### src/rtl/cc_encoder_pkg.sv
// Shared types and constants for the register-select encoder.
`default_nettype none

package cc_encoder_pkg;

  localparam int DATAWIDTH_ENCODER_SELECTION = 4;
  localparam int DATAWIDTH_ENCODER_IN        = 16;
  localparam int REGISTER_COUNT              = 14;

  typedef enum logic [1:0] {
    IDLE  = 2'd0,
    ISSUE = 2'd1,
    DONE  = 2'd2
  } state_t;

  localparam logic [3:0] REG_G0    = 4'd0;
  localparam logic [3:0] REG_G1    = 4'd1;
  localparam logic [3:0] REG_G2    = 4'd2;
  localparam logic [3:0] REG_G3    = 4'd3;
  localparam logic [3:0] REG_G4    = 4'd4;
  localparam logic [3:0] REG_G5    = 4'd5;
  localparam logic [3:0] REG_G6    = 4'd6;
  localparam logic [3:0] REG_G7    = 4'd7;
  localparam logic [3:0] REG_PC    = 4'd8;
  localparam logic [3:0] REG_TEMP0 = 4'd9;
  localparam logic [3:0] REG_TEMP1 = 4'd10;
  localparam logic [3:0] REG_TEMP2 = 4'd11;
  localparam logic [3:0] REG_TEMP3 = 4'd12;
  localparam logic [3:0] REG_IR    = 4'd13;

  localparam logic [15:0] MAPPED_MASK = 16'h3FFF;

endpackage

`default_nettype wire

### src/rtl/cc_priority_encoder.sv
// Combinational lowest-set-bit finder; any is high when at least one bit is set.
`default_nettype none

module cc_priority_encoder #(
  parameter int WIDTH = 14,
  parameter int IDX_W = 4
) (
  input  logic [WIDTH-1:0] req,
  output logic [IDX_W-1:0] index,
  output logic             any
);

  // Scan downwards so the lowest set bit is the last one written.
  always_comb begin
    index = '0;
    any   = 1'b0;
    for (int i = WIDTH - 1; i >= 0; i--) begin
      if (req[i]) begin
        index = IDX_W'(i);
        any   = 1'b1;
      end
    end
  end

endmodule

`default_nettype wire

### src/rtl/cc_select_encoder.sv
// Serialises an active-low multi-register select vector into a stream of
// register indices, lowest first, one per valid/ready handshake.
`default_nettype none

module cc_select_encoder
  import cc_encoder_pkg::*;
#(
  parameter int DATAWIDTH_ENCODER_SELECTION = cc_encoder_pkg::DATAWIDTH_ENCODER_SELECTION,
  parameter int DATAWIDTH_ENCODER_IN        = cc_encoder_pkg::DATAWIDTH_ENCODER_IN,
  parameter int REGISTER_COUNT              = cc_encoder_pkg::REGISTER_COUNT
) (
  input  logic                                   CLOCK_50,
  input  logic                                   RESET_InLow,
  input  logic [DATAWIDTH_ENCODER_IN-1:0]        CC_ENCODER_Select_InBUS,
  input  logic                                   CC_ENCODER_Load_In,
  input  logic                                   CC_ENCODER_Ready_In,
  output logic [DATAWIDTH_ENCODER_SELECTION-1:0] CC_ENCODER_Index_OutBUS,
  output logic                                   CC_ENCODER_Valid_Out,
  output logic                                   CC_ENCODER_Busy_Out,
  output logic                                   CC_ENCODER_Done_Out,
  output logic                                   CC_ENCODER_Error_Out,
  output logic [4:0]                             CC_ENCODER_Count_OutBUS
);

  localparam int RC = REGISTER_COUNT;
  localparam int IW = DATAWIDTH_ENCODER_SELECTION;

  state_t        state_q, state_d;
  logic [RC-1:0] pending_q, pending_d;
  logic [IW-1:0] index_q, index_d;
  logic          valid_q, valid_d;
  logic          busy_q, busy_d;
  logic          done_q, done_d;
  logic          error_q, error_d;
  logic [4:0]    count_q, count_d;

  logic [RC-1:0] captured;
  logic [RC-1:0] next_pending;
  logic [4:0]    captured_count;
  logic [IW-1:0] enc_index;
  logic          enc_any;
  logic          capture;
  logic          handshake;

  assign captured  = ~CC_ENCODER_Select_InBUS[RC-1:0];
  assign capture   = (state_q == IDLE) && CC_ENCODER_Load_In;
  assign handshake = (state_q == ISSUE) && valid_q && CC_ENCODER_Ready_In;

  always_comb begin
    captured_count = '0;
    for (int i = 0; i < RC; i++) begin
      captured_count = captured_count + 5'(captured[i]);
    end
  end

  // The single encoder looks at whatever the pending vector becomes this edge.
  always_comb begin
    next_pending = pending_q;
    if (capture) begin
      next_pending = captured;
    end else if (handshake) begin
      next_pending = pending_q & ~(RC'(1) << index_q);
    end
  end

  cc_priority_encoder #(
    .WIDTH (RC),
    .IDX_W (IW)
  ) u_prio (
    .req   (next_pending),
    .index (enc_index),
    .any   (enc_any)
  );

  always_comb begin
    state_d   = state_q;
    pending_d = next_pending;
    index_d   = index_q;
    valid_d   = valid_q;
    done_d    = 1'b0;
    error_d   = error_q;
    count_d   = count_q;
    case (state_q)
      IDLE: begin
        if (capture) begin
          error_d = |(~CC_ENCODER_Select_InBUS[DATAWIDTH_ENCODER_IN-1:RC]);
          count_d = captured_count;
          if (enc_any) begin
            state_d = ISSUE;
            valid_d = 1'b1;
            index_d = enc_index;
          end else begin
            state_d = DONE;
            done_d  = 1'b1;
          end
        end
      end
      ISSUE: begin
        if (handshake) begin
          count_d = count_q - 5'd1;
          if (enc_any) begin
            index_d = enc_index;
          end else begin
            valid_d = 1'b0;
            state_d = DONE;
            done_d  = 1'b1;
          end
        end
      end
      DONE: begin
        state_d = IDLE;
      end
      default: begin
        state_d = IDLE;
        valid_d = 1'b0;
      end
    endcase
    busy_d = (state_d != IDLE);
  end

  always_ff @(posedge CLOCK_50 or negedge RESET_InLow) begin
    if (!RESET_InLow) begin
      state_q   <= IDLE;
      pending_q <= '0;
      index_q   <= '0;
      valid_q   <= 1'b0;
      busy_q    <= 1'b0;
      done_q    <= 1'b0;
      error_q   <= 1'b0;
      count_q   <= '0;
    end else begin
      state_q   <= state_d;
      pending_q <= pending_d;
      index_q   <= index_d;
      valid_q   <= valid_d;
      busy_q    <= busy_d;
      done_q    <= done_d;
      error_q   <= error_d;
      count_q   <= count_d;
    end
  end

  assign CC_ENCODER_Index_OutBUS = index_q;
  assign CC_ENCODER_Valid_Out    = valid_q;
  assign CC_ENCODER_Busy_Out     = busy_q;
  assign CC_ENCODER_Done_Out     = done_q;
  assign CC_ENCODER_Error_Out    = error_q;
  assign CC_ENCODER_Count_OutBUS = count_q;

endmodule

`default_nettype wire
### config.mk
export PLATFORM = sky130hd
export DESIGN_NAME = cc_select_encoder
export DESIGN_NICKNAME = d
export VERILOG_FILES = /design/src/rtl/cc_encoder_pkg.sv /design/src/rtl/cc_priority_encoder.sv /design/src/rtl/cc_select_encoder.sv
export SDC_FILE = /design/constraint.sdc
export NUM_CORES = 1
export LEC_CHECK = 0
export ABC_AREA = 0
export CORE_ASPECT_RATIO = 0.75
export CORE_UTILIZATION = 40
export CTS_CLUSTER_SIZE = 12
export DETAILED_ROUTE_END_ITERATION = 10
export PLACE_DENSITY_LB_ADDON = 0.25
export SYNTH_ARGS = -nofsm -noshare
export SYNTH_HDL_FRONTEND = slang
export SYNTH_SLANG_ARGS = --single-unit
export TNS_END_PERCENT = 5
### constraint.sdc
create_clock -name CLOCK_50 -period 3.6 [get_ports CLOCK_50]
set_input_delay 0.36 -clock CLOCK_50 [delete_from_list [all_inputs] [get_ports CLOCK_50]]
set_output_delay 0.36 -clock CLOCK_50 [all_outputs]
set_load 0.02 [all_outputs]
==> results.toml <==
[status]
outcome = "completed"

[setup_path]
cp.arrival_ns = 3.59
startpoint_type = "primary input"
cp.required_ns = 3.73
critPathLaunch = "CC_ENCODER_Select_InBUS[7]"
reg2reg_from = "state_q[0]$_DFF_PN0_"
r2r_slack_ns = 0.74
path_max_fanout = 2
crit_type = "primary input to flip-flop"
end_kind = "flip-flop"

[global_routing]
grt-ovfl-total = 0
grt_max_degree = 30
grt_use_total_pct = 21.33
grt_antenna_before_repair = 0
grt_pass1_vias = 1756
grt_pass1_wl_mm = 8.887

[sta]
period_minus_slack_ns = 3.458
tightest_slew_ns = 0.9036
hold_viol_final = 0
slew_viol_final = 0
fmax_mhz = 289.1
hold_ws_ns = 0.4699
finalSetupTns_ns = 0
rsz0062_at_grt = "false"
period_share_pct = 96.07
setup_viol = 0
relSlewSlack_pct = 39.54
fin_worst_skew_ns = 0.004828

[routing]
detail_route.iter0.violations = 210
vias_per_cell = 5.741
first_pass_iters = 7
drt-total-wl_mm = 5.367
vias = 1906
routedWlPerCell_um = 16.17
drc_errors = 0
ant_nets = 0

[final_layout]
nets = 304
multi_input_area_um2 = 1191
final_common_cell = "dfrtp_1"
area_growth_pct = 27.34
drive_gt1_share_pct = 14.34
num-fill-cells = 449
insertedDiodeCount = 0
mostFrequentLayoutCells = "29 x dfrtp_1, 26 x clkdlybuf4s50_1, 25 x nor2_1"
regArea_um2 = 725.7

[flow_run]
drv_cap = 0

[place]
io_buffers = 32
dp_hpwl_mm = 4.031
gp_congestion = 0.8916

[logic_synthesis]
synthSimpleGateAreaFrac_pct = 21.57
yosys_warnings = 0
synthArstFlopShare_pct = 100.0
synth_edf_count = 0
synth_top_family_by_area = "simple AND/OR/NAND/NOR gates"
synth-main-ff-cell = "dfrtp_1"
synth_cell_types = 53
synthMuxAreaShare_pct = 2.491
syn_inst = 231
ys_seq_area_share_pct = 35.24
synth_area_um2 = 2059
synthXorXnorAreaFrac_pct = 0.8505
synth_compound_area_share_pct = 21.20
synth_adder_area_share_pct = 11.18
avgSynthCellArea_um2 = 8.915
ys_ff_latch = 29
synth_nets = 264

[clock_tree]
postCtsHoldBufs = 0
cts_tree = "yes"
cts_max_path_buffers = 2
cts_made_buffers = 5
h-tree-depth = 2
clock_latency_ns = 0.28
root_buffer = "clkbuf_8"
clkTransAtPathRegs_ns = 0.07
cts_sinks = 29

[die]
rows = 22
io_pins = 33
core-area_um2 = 4927
die_w_um = 84.86
die_area_um2 = 5443
die_y_um = 64.14
start_util_pct = 41.80

[pwr]
leakage_nw = 1.162
max-vdd-ir-drop_v = 0.0003925
power_density_nw_per_um2 = 856.2

[worst_hold_path]
hold_class = "primary input to async pin"
[where the power goes]
| part | total, mW | internal [mW] | switching [mW] |
|---|---|---|---|
| clock network | 0.355 | 0.225 | 0.129 |
| logic | 1.27 | 0.571 | 0.701 |
| registers | 0.619 | 0.463 | 0.156 |
| total | 2.25 | 1.26 | 0.986 |
[critical path, stage by stage]
cell and delay, ns:
dlygate4sd2_1 0.23, inv_2 0.05, fa_1 0.51, fa_1 0.57, fa_1 0.43, fa_1 0.50
ha_2 0.18, inv_1 0.05, fa_1 0.48, nand2_1 0.06, a21oi_2 0.11, a21oi_1 0.05
[through the flow]
stage / util [%] / cell area, um2 / setup WS, ns / power (mW) / cells
floorplan: - / 2059 / 0.2300 / 1.458 / 231
global placement: 50.69 / 2497 / -0.3842 / 1.847 / 323
detailed placement: 50.69 / 2497 / -0.4356 / 1.859 / 323
CTS: 52.95 / 2609 / 0.06686 / 2.222 / 331
global route: 53.23 / 2623 / 0.01407 / 2.408 / 332
finish: 53.23 / 2623 / 0.1415 / 2.245 / 332
[sequential cells by signal (all words and copies together), names as in the netlist]
signal and flops:
CC_ENCODER_Done_Out 1, CC_ENCODER_Busy_Out 1, CC_ENCODER_Valid_Out 1, CC_ENCODER_Index_OutBUS 4, state_q 2, CC_ENCODER_Count_OutBUS 5
pending_q 14, CC_ENCODER_Error_Out 1
[area by class of cell]
class / instances / area share (%)
multi-input combinational: 166 / 45.42
sequential: 29 / 27.67
timing repair buffer: 46 / 16.32
clock buffer: 7 / 3.292
inverter: 23 / 3.292
tap: 60 / 2.863
clock inverter: 1 / 1.145
[cells by family (layout without fill, tap and decap cells)]
logic type	count (synthesis)	after routing
simple gates	82	82
compound gates	64	64
buf+inv	36	77
flops	29	29
fa+ha+maj	13	13
mux	5	5
xor+xnor	2	2
[layer usage]
| layer | vias to the layer above | share of wire, % | track usage (%) |
|---|---|---|---|
| li1 | 901 | - | - |
| met1 | 921 | 51 | 32.79 |
| met2 | 81 | 40 | 29.07 |
| met3 | 3 | 9.0 | 5.685 |
| met4 | 0 | 0.35 | 5.720 |
| met5 | - | 0 | 0 |
[worst paths after layout]
check                           depth (start not counted)                                      to
worst max-delay path                                   12  CC_ENCODER_Count_OutBUS[1]$_DFFE_PN0P_
min in group CLOCK_50                                   2        CC_ENCODER_Error_Out$_DFFE_PN0P_
worst min-delay path                                    2                  pending_q[1]$_DFF_PN0_
max in group asynchronous                               2                 pending_q[13]$_DFF_PN0_
worst max register to register                          8  CC_ENCODER_Index_OutBUS[0]$_DFFE_PN0P_
worst min register to register                          2        CC_ENCODER_Error_Out$_DFFE_PN0P_
[timing repair]
item | CTS | global route
setup endpoints to repair | 3 | 3
endpoints found under the hold margin | 0 | 0
pin swaps | 8 | 6
resized for setup | 9 | 5
setup buffers | 0 | 1
[synthesized netlist by cell type, types with 4 or more instances]
master	instances	area share, %
o21ai_1	4	0.97
nand2_1	16	2.9
nand2b_1	6	1.8
nor2_1	25	4.6
inv_1	23	4.2
dfrtp_1	29	35
nor2b_1	5	1.5
o211ai_1	4	1.5
nand3_1	10	2.4
a21oi_1	12	2.9
fa_1	9	8.7
o21ai_0	14	3.4
o311ai_1	5	2.1
ha_1	4	2.4
clkbuf_1	5	0.91
mux2i_1	4	1.9
No activity file was read; power rests on OpenSTA's default activity.
